$ cat src/rtl/bkram_sync.sv
// Backup-RAM sector sequencer: walks sd_lba over the save-RAM image issuing
// sd_rd (load) or sd_wr (save) per sector, with auto-load at the end of a ROM
// download, debounced auto-save after system writes and an optional ack timeout.
module bkram_sync #(
  parameter int unsigned LBA_W           = 32,
  parameter int unsigned SECT_AW         = 8,
  parameter int unsigned AUTOSAVE_CYCLES = 21477270,
  parameter int unsigned ACK_TIMEOUT     = 0
) (
  input  logic             clk_sys,
  input  logic             reset_n,
  input  logic [23:0]      ram_mask,
  input  logic             dl_active,
  input  logic             img_mounted,
  input  logic             img_readonly,
  input  logic [63:0]      img_size,
  input  logic             load_req,
  input  logic             save_req,
  input  logic             autosave_en,
  input  logic             ram_wr,
  input  logic             sd_ack,
  output logic [LBA_W-1:0] sd_lba,
  output logic             sd_rd,
  output logic             sd_wr,
  output logic             bk_ena,
  output logic             loading,
  output logic             busy,
  output logic             done,
  output logic             err
);

  localparam int unsigned AS_W    = (AUTOSAVE_CYCLES > 2) ? $clog2(AUTOSAVE_CYCLES) : 1;
  localparam int unsigned AS_LOAD = (AUTOSAVE_CYCLES > 0) ? AUTOSAVE_CYCLES - 1 : 0;
  localparam int unsigned TO_W    = (ACK_TIMEOUT > 2) ? $clog2(ACK_TIMEOUT) : 1;
  localparam int unsigned TO_LAST = (ACK_TIMEOUT > 0) ? ACK_TIMEOUT - 1 : 0;
  localparam int unsigned LBA_LSB = SECT_AW + 1;

  typedef enum logic [1:0] {
    S_IDLE = 2'd0,
    S_REQ  = 2'd1,
    S_XFER = 2'd2
  } state_e;

  state_e            state_q, state_d;
  logic [LBA_W-1:0]  lba_q, lba_d;
  logic              rd_q, rd_d;
  logic              wr_q, wr_d;
  logic              bk_ena_q, bk_ena_d;
  logic              loading_q, loading_d;
  logic              busy_q, busy_d;
  logic              done_q, done_d;
  logic              err_q, err_d;
  logic              dirty_q, dirty_d;
  logic [AS_W-1:0]   timer_q, timer_d;
  logic [TO_W-1:0]   to_cnt_q, to_cnt_d;

  logic              dl_q, load_req_q, save_req_q, ack_q;

  logic [LBA_W-1:0]  last_lba_c;
  logic              dl_rise_c, dl_fall_c, load_rise_c, save_rise_c;
  logic              ack_rise_c, ack_fall_c, as_fire_c;
  logic              start_load_c, start_save_c;
  logic              unused_mask_c;

  // Sector-offset bits of the mask only set the sector size, not the count.
  assign unused_mask_c = ^ram_mask[LBA_LSB-1:0];
  assign last_lba_c    = LBA_W'(ram_mask[23:LBA_LSB]);

  // Edge detection against last cycle's sampled levels.
  assign dl_rise_c    =  dl_active & ~dl_q;
  assign dl_fall_c    = ~dl_active &  dl_q;
  assign load_rise_c  =  load_req  & ~load_req_q;
  assign save_rise_c  =  save_req  & ~save_req_q;
  assign ack_rise_c   =  sd_ack    & ~ack_q;
  assign ack_fall_c   = ~sd_ack    &  ack_q;
  assign as_fire_c    =  dirty_q & autosave_en & (timer_q == '0);
  assign start_load_c =  dl_fall_c | load_rise_c;
  assign start_save_c =  save_rise_c | as_fire_c;

  // Next-state, sequencing, dirty tracking and image-enable logic.
  always_comb begin
    state_d   = state_q;
    lba_d     = lba_q;
    rd_d      = rd_q;
    wr_d      = wr_q;
    bk_ena_d  = bk_ena_q;
    loading_d = loading_q;
    busy_d    = busy_q;
    done_d    = 1'b0;
    err_d     = 1'b0;
    dirty_d   = dirty_q;
    timer_d   = timer_q;
    to_cnt_d  = to_cnt_q;

    if (dl_rise_c) begin
      bk_ena_d = 1'b0;
    end
    if (dl_active && img_mounted && (|img_size) && !img_readonly) begin
      bk_ena_d = 1'b1;
    end

    if ((state_q == S_IDLE) && dirty_q && autosave_en && bk_ena_q && (timer_q != '0)) begin
      timer_d = timer_q - AS_W'(1);
    end

    case (state_q)
      S_IDLE: begin
        if (bk_ena_q && (start_load_c || start_save_c)) begin
          lba_d     = '0;
          rd_d      = start_load_c;
          wr_d      = ~start_load_c;
          loading_d = start_load_c;
          busy_d    = 1'b1;
          to_cnt_d  = '0;
          state_d   = S_REQ;
          if (!start_load_c) begin
            dirty_d = 1'b0;
          end
        end
      end
      S_REQ: begin
        if (ack_rise_c) begin
          rd_d    = 1'b0;
          wr_d    = 1'b0;
          state_d = S_XFER;
        end else if ((ACK_TIMEOUT != 0) && (to_cnt_q == TO_W'(TO_LAST))) begin
          rd_d      = 1'b0;
          wr_d      = 1'b0;
          loading_d = 1'b0;
          busy_d    = 1'b0;
          err_d     = 1'b1;
          state_d   = S_IDLE;
        end else begin
          to_cnt_d = to_cnt_q + TO_W'(1);
        end
      end
      S_XFER: begin
        if (ack_fall_c) begin
          if (lba_q >= last_lba_c) begin
            loading_d = 1'b0;
            busy_d    = 1'b0;
            done_d    = 1'b1;
            state_d   = S_IDLE;
            if (loading_q) begin
              dirty_d = 1'b0;
            end
          end else begin
            lba_d    = lba_q + LBA_W'(1);
            rd_d     = loading_q;
            wr_d     = ~loading_q;
            to_cnt_d = '0;
            state_d  = S_REQ;
          end
        end
      end
      default: begin
        rd_d      = 1'b0;
        wr_d      = 1'b0;
        loading_d = 1'b0;
        busy_d    = 1'b0;
        state_d   = S_IDLE;
      end
    endcase

    // System writes outside a load mark the image dirty and restart the debounce.
    if (ram_wr && !loading_q) begin
      dirty_d = 1'b1;
      timer_d = AS_W'(AS_LOAD);
    end
  end

  // State and edge-history registers with synchronous active-low reset.
  always_ff @(posedge clk_sys) begin
    if (!reset_n) begin
      state_q    <= S_IDLE;
      lba_q      <= '0;
      rd_q       <= 1'b0;
      wr_q       <= 1'b0;
      bk_ena_q   <= 1'b0;
      loading_q  <= 1'b0;
      busy_q     <= 1'b0;
      done_q     <= 1'b0;
      err_q      <= 1'b0;
      dirty_q    <= 1'b0;
      timer_q    <= '0;
      to_cnt_q   <= '0;
      dl_q       <= 1'b0;
      load_req_q <= 1'b0;
      save_req_q <= 1'b0;
      ack_q      <= 1'b0;
    end else begin
      state_q    <= state_d;
      lba_q      <= lba_d;
      rd_q       <= rd_d;
      wr_q       <= wr_d;
      bk_ena_q   <= bk_ena_d;
      loading_q  <= loading_d;
      busy_q     <= busy_d;
      done_q     <= done_d;
      err_q      <= err_d;
      dirty_q    <= dirty_d;
      timer_q    <= timer_d;
      to_cnt_q   <= to_cnt_d;
      dl_q       <= dl_active;
      load_req_q <= load_req;
      save_req_q <= save_req;
      ack_q      <= sd_ack;
    end
  end

  assign sd_lba  = lba_q;
  assign sd_rd   = rd_q;
  assign sd_wr   = wr_q;
  assign bk_ena  = bk_ena_q;
  assign loading = loading_q;
  assign busy    = busy_q;
  assign done    = done_q;
  assign err     = err_q;

endmodule

$ cat config.mk
export PLATFORM = sky130hd
export DESIGN_NAME = bkram_sync
export DESIGN_NICKNAME = d
export VERILOG_FILES = /design/src/rtl/bkram_sync.sv
export SDC_FILE = /design/constraint.sdc
export NUM_CORES = 1
export LEC_CHECK = 0
export BUFFER_PORTS_ARGS = -buffer_cell sky130_fd_sc_hd__buf_2
export CAP_MARGIN = 15
export CORE_ASPECT_RATIO = 0.5
export CORE_MARGIN = 8
export CORE_UTILIZATION = 50
export CTS_BUF_LIST = sky130_fd_sc_hd__clkbuf_16
export CTS_CLUSTER_DIAMETER = 80
export DETAILED_ROUTE_END_ITERATION = 10
export PLACE_DENSITY = 0.93
export SLEW_MARGIN = 0
export SYNTH_ARGS = -nofsm -noshare
export SYNTH_HDL_FRONTEND = slang
export SYNTH_SLANG_ARGS = --single-unit
$ cat constraint.sdc
create_clock -name clk_sys -period 3 [get_ports clk_sys]
set_input_delay 0.15 -clock clk_sys [delete_from_list [all_inputs] [get_ports clk_sys]]
set_output_delay 0.15 -clock clk_sys [all_outputs]
set_load 0.02 [all_outputs]
* Word level (Yosys, flattened, before mapping) *
Cells that the tools add are included.

word-level totals
  output and inout port bits = 39
  register bits = 70

operators by class
  order comparisons = 1
  reductions and logical operators = 27
  $add $sub $neg = 2
  equality and inequality tests = 12
  bitwise gates (word level) = 20
  mux-type cells = 35

operator list
  cell                                                 count
  two-way mux 32 bit                                   3
  one-hot mux 32 bit (2 select lines)                  1
  OR reduction 64 bit                                  1
  two-way mux 25 bit                                   2
  adder 32 x 1 -> 32 bit (second input constant)       1
  >= comparator 32 x 15 -> 1 bit                       1
  zero test 25 bit                                     1
  nonzero test 25 bit                                  1
  subtractor 25 x 1 -> 25 bit (second input constant)  1
  two-way mux 1 bit                                    20
  one-hot mux 1 bit (3 select lines)                   4
  AND reduction 4 bit                                  3
  NOT 1 bit                                            10
  logical AND 1 bit                                    9
  != test 3 bit (second input constant)                3
  AND 1 bit                                            8
  != test 2 bit (second input constant)                4
  two-way mux 2 bit                                    3
  one-hot mux 2 bit (3 select lines)                   1
  AND reduction 3 bit                                  2
  AND reduction 6 bit                                  1
  nonzero test 2 bit                                   3
  != test 3 x 1 -> 1 bit (second input constant)       1
  != test 3 x 2 -> 1 bit (second input constant)       1
  other kinds (10)                                     12

* Longest topological paths before layout *
  depth after elaboration = 8
  gate-level depth with buffers = 10
  mapped depth without buffers = 8

* Worst setup path before layout *
Ideal clock, no wire load.

  path type = register to register
  start point = register lba_q[13], in the netlist sd_lba[13]
  end point = register lba_q[10], in the netlist sd_lba[10]
  data arrival time = 2.628 ns
  period minus slack after synthesis = 2.698 ns
  data required time = 2.930 ns
  setup time = 0.070 ns
  path slack = 0.302 ns
  cell stages (with the launch flop) = 9
  cells stage by stage = dfxtp_1 -> ha_1 -> a21o_1 -> a2111oi_4 -> nand4_1 -> or4b_4 -> buf_6 -> or4_1 -> a21oi_1

on the way
  word-level cells in the longest chain between the ends = 3

ends and longest elaborated chain
  item                                  RTL line  source
  from (decl)                           45        logic [LBA_W-1:0] lba_q, lba_d;
  from (signal assigned)                193       lba_q <= lba_d;
  >= comparator 32 x 15 -> 1 bit        139       if (lba_q >= last_lba_c) begin
  != test 2 bit (no source line)        --
  AND reduction 4 bit (no source line)  --

Every way passes these cells.
A chain may end at the register's enable or synchronous reset.

* Worst setup path in the final report *
  start point = register lba_q[15], in the netlist sd_lba[15]
  end point = register lba_q[6], in the netlist sd_lba[6]

Same word-level chain as after synthesis.

==> out/results.ini <==
[setup_path]
crit_required_ns=3.26
cp_cell_sequence=or4_4 -> a2111oi_4 -> nand4_1 -> or4b_4 -> or4_1 -> a21oi_1
critPathMaxStageDelay_ns=0.69
crit_fanout=20
critPathLaunch=sd_lba[15]$_SDFFE_PN0P_
crit_arrival_ns=3.04
r2r_slack_ns=0.22
cp_num_buf_inv=0
crit_slowest_cell=or4b_4
critical_path.top_delay_family=simple AND/OR/NAND/NOR gates
reg2reg_from=sd_lba[15]$_SDFFE_PN0P_
endpoint_kind=flip-flop
start_kind=flip-flop
critPathKind=flip-flop to flip-flop

[pwr]
peakVddDrop_uv=289
power_density_mw_per_mm2=464
leakage_nw=2.05

[sta]
slew_headroom_pct=48.9
final_hold_viol_count=0
finalCritPeriodShare_pct=92.7
rsz0062_at_grt=false
maxSlewViolCount=0
skew_ns=0.00644
setup_tns_ns=0
layout_min_cycle_time_ns=2.78
max_freq_ghz=0.360
setup_violations=0
worstMarginPinSlew_ns=0.765

[floorplan]
die_area_mm2=0.0107
dieHeight_um=77.2
core.rowCount=22
core_mm2=0.00729
io-pin-count=137
start_util_pct=51.3
die_w_um=138

[worst_hold_path]
hp-class=primary input to flip-flop
worstHoldStart=load_req

[placed_design]
routabilityCongestion=0.927
portBuffers=126
dpl.hpwl_mm=7.84

[global_routing]
grt_pass1_vias=3513
grt_pass1_wl_mm=17.2
grt_max_degree=36
grt_overflow=0
grt_antenna_before_repair=0
grtUsageTotal_pct=19.1

[synthesis]
yosysSeqAreaShare_pct=37.5
synth_ff_type=dfxtp_1
synth_area_per_cell_um2=8.62
synth.net_count=550
ys_types=54
synth_area_mm2=0.00374
yosys_warnings=0
synth_edf_count=0
synthArstFlopShare_pct=0
synthCells=434
ys_ff_latch=70

[clock_tree]
cts_inserted_buffers=9
clk_pin_slew_ns=0.06
postCtsResizedCells=0
cts_buffer_depth=2
cts_hold_buf=0
root_buffer=clkbuf_16
cts-htree-levels=3
cts_tree=built
insertion_delay_ns=0.33
post_cts_buffers=0
cts.sinks=70

[routing]
drc_errors=0
wl_met3_um=690
routed_via_density=5.71
vias=3764
first_iter_violations=388
routed_wl_mm=10.5
detail-route-antenna-nets=0
topRoutingLayerUsed=met4
routedWlPerCell_um=15.9
wl_met2_mm=5.40
drt-pass1-iter-count=5
wl_met1_mm=4.20

[cells_and_area]
nets=674
post-route-util_pct=64.9
syn2layout_area_growth_pct=26.5
num_antenna_cells=0
drive_gt1_share_pct=28.4

[job]
cap_viol_max_count=0

[outcome]
status=finished clean

-- worst paths after layout --
path,cells past startpoint,end
worst min register to register,1,sd_lba[21]$_SDFFE_PN0P_
worst max-delay path,6,sd_lba[6]$_SDFFE_PN0P_
worst min-delay path,2,load_req_q$_SDFF_PN0_
worst max register to register,6,sd_lba[6]$_SDFFE_PN0P_
-- layout by cell type (no fill, tap or decap), types with 2 or more instances in the layout --
cell type / netlist / layout
buf_2: 4 / 126
dfxtp_1: 70 / 70
nand2_1: 33 / 33
a21oi_1: 31 / 31
nor4_1: 29 / 29
inv_1: 25 / 28
nor2_1: 20 / 20
and2_1: 20 / 20
ha_1: 18 / 18
xnor2_1: 15 / 15
or3_1: 14 / 14
nand3_1: 14 / 14
mux2i_1: 13 / 13
nor3_1: 14 / 13
nand2b_1: 10 / 10
nand4_1: 9 / 9
clkbuf_16: 0 / 9
or4_1: 8 / 8
o21ai_0: 8 / 8
xor2_1: 6 / 6
buf_4: 1 / 6
nor2b_1: 5 / 5
o31ai_1: 5 / 5
or2_2: 5 / 5
o32ai_1: 5 / 5
nand3b_1: 3 / 3
or4_4: 2 / 2
and3_1: 2 / 2
nand4b_1: 2 / 2
o21a_1: 2 / 2
a21o_1: 2 / 2
a2111oi_0: 2 / 2
o2111ai_1: 2 / 2
a211oi_1: 2 / 2
clkinv_2: 0 / 2
-- sequential cells by signal (all words and copies together), names as in the netlist --
signal,flops
sd_lba,32
timer_q,25
state_q,2
ack_q,1
bk_ena,1
busy,1
dirty_q,1
dl_q,1
done,1
load_req_q,1
loading,1
save_req_q,1
sd_rd,1
sd_wr,1
-- cell usage after synthesis, types with 6 or more instances --
| library cell | n | area share [%] |
|---|---|---|
| a21oi_1 | 31 | 4.1 |
| nand3_1 | 14 | 1.9 |
| nand2b_1 | 10 | 1.7 |
| nor4_1 | 29 | 4.8 |
| or3_1 | 14 | 2.3 |
| clkbuf_1 | 12 | 1.2 |
| mux2i_1 | 13 | 3.5 |
| ha_1 | 18 | 6.0 |
| nand4_1 | 9 | 1.5 |
| and2_1 | 20 | 3.3 |
| nor3_1 | 14 | 1.9 |
| or4_1 | 8 | 1.6 |
| nor2_1 | 20 | 2.0 |
| xor2_1 | 6 | 1.4 |
| nand2_1 | 33 | 3.3 |
| o21ai_0 | 8 | 1.1 |
| inv_1 | 25 | 2.5 |
| xnor2_1 | 15 | 3.5 |
| dfxtp_1 | 70 | 37 |
-- power by group --
part           switching [mW]  total, mW  leakage [nW]  internal, mW
logic                   0.110      0.206          1.33        0.0959
clock network           0.385       1.02         0.149         0.631
registers              0.0211      0.975         0.570         0.954
-- per-stage QoR --
step	power (mW)	hold slack (ns)	instance area (um^2)	instances	setup WS (ns)
4_1_cts	2.20	0.0357	4730	659	0.226
2_1_floorplan	1.11	0.272	3740	434	0.302
3_5_place_dp	1.19	0.374	4450	643	0.246
3_3_place_gp	1.19	0.365	4450	643	0.319
6_report	2.20	0.0415	4730	659	0.219
5_1_grt	2.27	0.0578	4730	659	0.0471
-- worst reg2reg max path, cell delays in order (launching register included) --
cell	delay, ns
dfxtp_1	0.33
or4_4	0.55
a2111oi_4	0.33
nand4_1	0.19
or4b_4	0.69
or4_1	0.45
a21oi_1	0.17
-- cell type report --
type | count | area, um^2
multi-input cells | 320 | 2160
fillers | 532 | 2560
repair buffers | 132 | 676
clock inverters | 7 | 58.8
clock buffers | 9 | 225
flip-flops and latches | 70 | 1400
inverters | 25 | 93.8
well taps | 96 | 120
-- cell families (layout without fill, tap and decap cells) --
family | Yosys count | after routing | synth area share [%]
other | 1 | 1 | 0.100
muxes | 13 | 13 | 3.48
DFF | 70 | 70 | 37.5
and+or+nand+nor | 195 | 195 | 29.5
adders and majority gates | 18 | 18 | 6.02
buffers and inverters | 44 | 173 | 5.05
AOI/OAI and AO/OA | 72 | 72 | 13.4
xor gates and xnor gates | 21 | 21 | 4.92
-- metal layers --
metal	global-route usage, %	up-vias
met5	0	-
met4	6.67	0
met3	6.15	21
met2	33.6	137
met1	21.4	1772
li1	-	1834
No activity file was read; power rests on OpenSTA's default activity.
